<file path="config.mk">
export PLATFORM = sky130hd
export DESIGN_NAME = stopwatch_ctrl
export DESIGN_NICKNAME = d
export VERILOG_FILES = /design/src/rtl/stopwatch_ctrl.sv
export SDC_FILE = /design/constraint.sdc
export NUM_CORES = 1
export LEC_CHECK = 0
export CORE_MARGIN = 8
export CORE_UTILIZATION = 43
export CTS_BUF_LIST = sky130_fd_sc_hd__clkbuf_8
export CTS_CLUSTER_DIAMETER = 80
export DETAILED_ROUTE_END_ITERATION = 8
export PLACE_DENSITY = 0.84
export SYNTH_ARGS = -nofsm -noshare
export SYNTH_HDL_FRONTEND = slang
export SYNTH_SLANG_ARGS = --single-unit
</file>
<file path="constraint.sdc">
create_clock -name clk_i -period 1.6 [get_ports clk_i]
set_input_delay 0.24 -clock clk_i [delete_from_list [all_inputs] [get_ports clk_i]]
set_output_delay 0.24 -clock clk_i [all_outputs]
set_load 0.02 [all_outputs]
</file>
<file path="src/rtl/stopwatch_ctrl.sv">
// stopwatch_ctrl: turns stopwatch buttons and set requests into single-cycle counter commands.
// Generates the count-enable tick and captures lap times.
// Ports:
//   clk_i, reset_i       system clock, synchronous active-high reset
//   start_btn_i          rising edge toggles run/pause
//   lap_btn_i            rising edge captures/releases a lap
//   clear_btn_i          rising edge zeroes the counter while stopped
//   set_req_i/set_ack_o  preset-load request and its one-cycle acknowledge
//   cnt_time_i           live counter value {hour, min, sec, ms}
//   cnt_en_o             one-cycle count-enable per tick
//   cnt_set_o/cnt_zero_o time-set strobe, qualified by zero (1) or preset (0) load
//   lap_time_o/lap_valid_o/disp_lap_o  frozen lap value, its valid flag, display select
//   state_o              IDLE=00 RUN=01 PAUSE=10 LAP=11
module stopwatch_ctrl #(
    parameter int CLK_HZ  = 100_000_000,
    parameter int TICK_HZ = 1000
) (
    input  logic        clk_i,
    input  logic        reset_i,
    input  logic        start_btn_i,
    input  logic        lap_btn_i,
    input  logic        clear_btn_i,
    input  logic        set_req_i,
    output logic        set_ack_o,
    input  logic [26:0] cnt_time_i,
    output logic        cnt_en_o,
    output logic        cnt_set_o,
    output logic        cnt_zero_o,
    output logic [26:0] lap_time_o,
    output logic        lap_valid_o,
    output logic        disp_lap_o,
    output logic [1:0]  state_o
);
    localparam int DIV = CLK_HZ / TICK_HZ;
    localparam int PW = $clog2(DIV);
    localparam logic [PW-1:0] LAST = PW'(DIV - 1);

    typedef enum logic [1:0] {IDLE = 2'b00, RUN = 2'b01, PAUSE = 2'b10, LAP = 2'b11} state_t;

    state_t state, state_nxt;
    // Button vectors are ordered {clear, start, lap}.
    logic [2:0] btn_sync, btn_prev, btn_edge;
    logic [PW-1:0] presc, presc_nxt;
    logic armed, armed_nxt;
    logic running, clr_act, st_act, lap_act, set_go, tick;
    logic [26:0] lap_time_nxt;
    logic lap_valid_nxt;

    assign btn_edge = btn_sync & ~btn_prev;
    assign state_o = state;

    always_ff @(posedge clk_i) begin
        if (reset_i) begin
            state <= IDLE;
            btn_sync <= '1;
            btn_prev <= '1;
            presc <= '0;
            armed <= 1'b0;
            cnt_en_o <= 1'b0;
            cnt_set_o <= 1'b0;
            cnt_zero_o <= 1'b0;
            set_ack_o <= 1'b0;
            lap_time_o <= '0;
            lap_valid_o <= 1'b0;
            disp_lap_o <= 1'b0;
        end else begin
            state <= state_nxt;
            btn_sync <= {clear_btn_i, start_btn_i, lap_btn_i};
            btn_prev <= btn_sync;
            presc <= presc_nxt;
            armed <= armed_nxt;
            cnt_en_o <= tick;
            cnt_set_o <= clr_act | set_go;
            cnt_zero_o <= clr_act;
            set_ack_o <= set_go;
            lap_time_o <= lap_time_nxt;
            lap_valid_o <= lap_valid_nxt;
            disp_lap_o <= state_nxt == LAP;
        end
    end

    always_comb begin
        running = state == RUN || state == LAP;
        // Clear is only meaningful when stopped; start is valid everywhere; lap only while running.
        clr_act = btn_edge[2] & ~running;
        st_act = btn_edge[1] & ~clr_act;
        lap_act = btn_edge[0] & ~btn_edge[1] & running;
        // Sets are only taken when stopped, so cnt_set_o and cnt_en_o can never coincide.
        set_go = set_req_i & armed & ~running & ~clr_act;
        tick = running & (presc == LAST);
        presc_nxt = (clr_act | tick) ? '0 : running ? presc + 1'b1 : presc;
        armed_nxt = set_go ? 1'b0 : armed | ~set_req_i;
        lap_time_nxt = clr_act ? '0 : (lap_act && state == RUN) ? cnt_time_i : lap_time_o;
        lap_valid_nxt = ~clr_act & (lap_valid_o | (lap_act & (state == RUN)));
        state_nxt = state;
        unique case (state)
            IDLE:  state_nxt = st_act ? RUN : IDLE;
            RUN:   state_nxt = st_act ? PAUSE : lap_act ? LAP : RUN;
            LAP:   state_nxt = st_act ? PAUSE : lap_act ? RUN : LAP;
            PAUSE: state_nxt = clr_act ? IDLE : st_act ? RUN : PAUSE;
        endcase
    end
endmodule

</file>
==> summary.txt <==
Placed design
  • Final RePlAce weighted congestion: 0.7988
  • Placed cell areas: 3102 µm²
  • Setup Slack @ Placement: 31.59 ps
  • Port Buf Inserts: 67
  • DP Wirelength: 4.077 mm

STA
  • Final Hold Vio Count: 0
  • Final WS setup: 0.3536 ps
  • Total negative slack: 0 ps
  • Tmin final: 1600 ps
  • Setup violators final: 0
  • Max Slew Vio Count: 0
  • Fmax: 625.1 MHz
  • Unrepaired setup endpoints after global routing: true
  • Period utilization: 99.98%
  • Slew margin rel.: 75.31%
  • Fin Hold WS: 449.8 ps
  • Setup Skew: 10.19 ps
  • Worst-Margin Slew: 369.5 ps

Clock tree
  • Clock Path Buffers: 2
  • Clock latency on the worst-skew pair: 330 ps
  • Clk slew on worst S/H paths: 70 ps
  • Clock root cell: clkbuf_8
  • H-tree depth: 3
  • TritonCTS clock tree: built
  • TritonCTS Buffers: 9
  • Clock Sink Count: 59

Setup path
  • CP startpoint: presc[1]
  • Worst reg2reg path startpoint: presc[1]
  • Reg2reg setup slack: 0.4 ps
  • Worst-case reg-to-reg path depth: 7
  • Max FO, Critical Path: 8
  • Worst-path cell chain: ha_4 -> nand4_4 -> or2_4 -> buf_6 -> o31ai_4 -> buf_6 -> a21oi_1
  • Crit start category: flip-flop
  • WS Path Type: flip-flop to flip-flop
  • Most used cell, CP: buf_6
  • Crit path capture type: flip-flop
  • R2R Path End: presc[16]
  • Arrival @ worst endpoint: 1800 ps
  • Bufs and invs on worst path: 2
  • Kind of cell adding the most delay to the critical path: flip-flops
  • Critical-path top delay cell: dfxtp_4
  • Data required time of the worst path: 1800 ps
  • CP max stage delay: 370 ps

Cells and area
  • Inserted Diodes: 0
  • Most common cell after layout, fill and taps aside: clkdlybuf4s50_1
  • Area grow syn2layout: 53.52%
  • Final Cell Area: 3435 µm²
  • Commonest cells after routing, fill and taps aside: clkdlybuf4s50_1, dfxtp_1, nor2_1, mux2i_1, nand2_1
  • Util after Layout: 67.68%
  • NumNets Final: 344
  • Share of layout cells above drive strength 1: 18.10%

Synthesis
  • Sequential cell area fraction in the yosys report: 52.80%
  • Post-Synth Simple-Gate Area: 21.42%
  • Synthesized area: 2237 µm²
  • Mean Syn Cell Area: 9.943 µm²
  • Post-synth cell types: 33
  • Xor-xnor portion of the synthesized cell area: 5.872%
  • Synth Register Bits: 59
  • Mux contribution to synthesized area: 12.53%
  • Post-synthesis net count: 259
  • Area share of fa/ha/maj cells after synthesis: 0.5593%
  • Complex-gate fraction of the synthesized area: 4.306%
  • Main combinational cell family by area after synthesis: simple AND/OR/NAND/NOR gates
  • Yosys Warn Count: 0
  • Mapped Cells: 225

Die
  • Die Wd: 88.13 µm
  • Starting Density: 44.08%
  • I/O pin total: 68
  • Die Footprint: 7767 µm²
  • Core area: 5075 µm²
  • FP Rows: 26
  • Die height: 88.13 µm

Routing
  • Wire per inst: 14.50 µm
  • ANT nets after route: 0
  • Drt first pass iters: 4
  • Iter 0 DRT Violations: 58
  • Drt drc: 0
  • Routed WL: 5.581 mm
  • Vias: 1,845
  • Via density: 4.792

Global routing
  • Vias in the first global route: 1,830
  • Global route overflow: 0
  • Initial antenna violation count: 0
  • Tot GR Track Use: 14.16%
  • First-pass GRT wire length: 8.480 mm
  • Largest net degree at the start of global routing: 29

Pwr
  • PD cells: 1024 nW/µm²
  • Leak: 1.425 nW
  • Worst vdd ir: 0.5497 mV

Status
  • Status: complete, no violations

Flow run
  • Max-cap violations: 0

Hold path
  • Hold/Removal Path Class: flip-flop to flip-flop
  • Hold Path End: btn_prev[1]
  • Hold path depth: 1
  • Hold wc startpoint: btn_sync[1]
-- Yosys cell counts --
library cell	n	area [µm²]
or2_2	7	43.79
nor4_1	8	50.05
dfxtp_1	59	1181
ha_1	1	12.51
buf_2	3	15.01
a21oi_1	7	35.03
nor3b_1	1	7.510
nand4_4	1	21.27
o31ai_4	1	21.27
nand4_1	3	18.77
buf_4	1	7.510
or4_1	1	7.510
mux2i_1	28	280.3
or3_4	1	11.26
nand2b_1	2	12.51
a211oi_1	2	15.01
nor2_1	44	165.2
nand4_2	1	12.51
nand2_1	12	45.04
o31ai_1	1	7.510
nand3b_1	1	7.510
nor3_1	4	20.02
xnor2_1	11	96.34
clkbuf_1	6	22.52
o21ai_0	2	10.01
a21o_1	1	7.510
xor2_1	4	35.03
or2_4	1	8.760
or3_1	2	12.51
nor4b_1	1	8.760
nand3_1	4	20.02
nor2b_1	1	6.260
inv_1	3	11.26
-- how the worst max path moves through the flow --
stage	end	depth (start not counted)
floorplan	presc[15]	5
global placement	presc[16]	5
detailed placement	presc[16]	5
CTS	presc[16]	5
global route	presc[16]	7
finish	presc[16]	7
-- repair_timing --
item | 4_1_cts | 5_1_grt
pin swaps | 0 | 3
setup buffers | 0 | 2
resized for setup | 2 | 14
setup endpoints to repair | 2 | 17
hold buffers | 0 | 0
cloned | 0 | 1
-- registers in the layout, summed over array words and instances, names as in the netlist, 2 cells and up --
register	flops
lap_time_o	27
btn_prev	3
state_o	2
btn_sync	3
presc	17
-- per-stage QoR --
stage,cells,power [mW]
finish,385,3.517
CTS,382,3.546
detailed placement,366,1.725
floorplan,225,1.599
global route,385,3.635
global placement,366,1.719
-- power by group --
| group | switching, mW | internal (mW) |
|---|---|---|
| logic | 0.0783 | 0.123 |
| registers | 0.0111 | 1.48 |
| clock network | 0.583 | 1.24 |
-- area by class of cell --
| type | instances | area, µm² |
|---|---|---|
| clock buffers | 10 | 137.6 |
| clock inverters | 6 | 136.4 |
| fillers | 391 | 1640 |
| inverters | 3 | 11.26 |
| multi-input cells | 153 | 1033 |
| flip-flops and latches | 59 | 1192 |
| well taps | 70 | 87.58 |
| repair buffers | 84 | 835.8 |
-- metal layers --
metal  wire (µm)  global-route usage (%)  share of wire, %
met3         215                   3.283               3.9
met5           0                       0                 0
met2        3079                   25.31                55
met4         129                   7.680               2.3
met1        2156                   15.02                39
-- cell families (layout without fill, tap and decap cells) --
family,count (synthesis),after routing
compound gates,14,14
xor+xnor,15,15
fa+ha+maj,1,1
buf+inv,13,103
flops,59,59
mux,28,28
simple gates,95,95
Power figures use the tool's default switching activity.
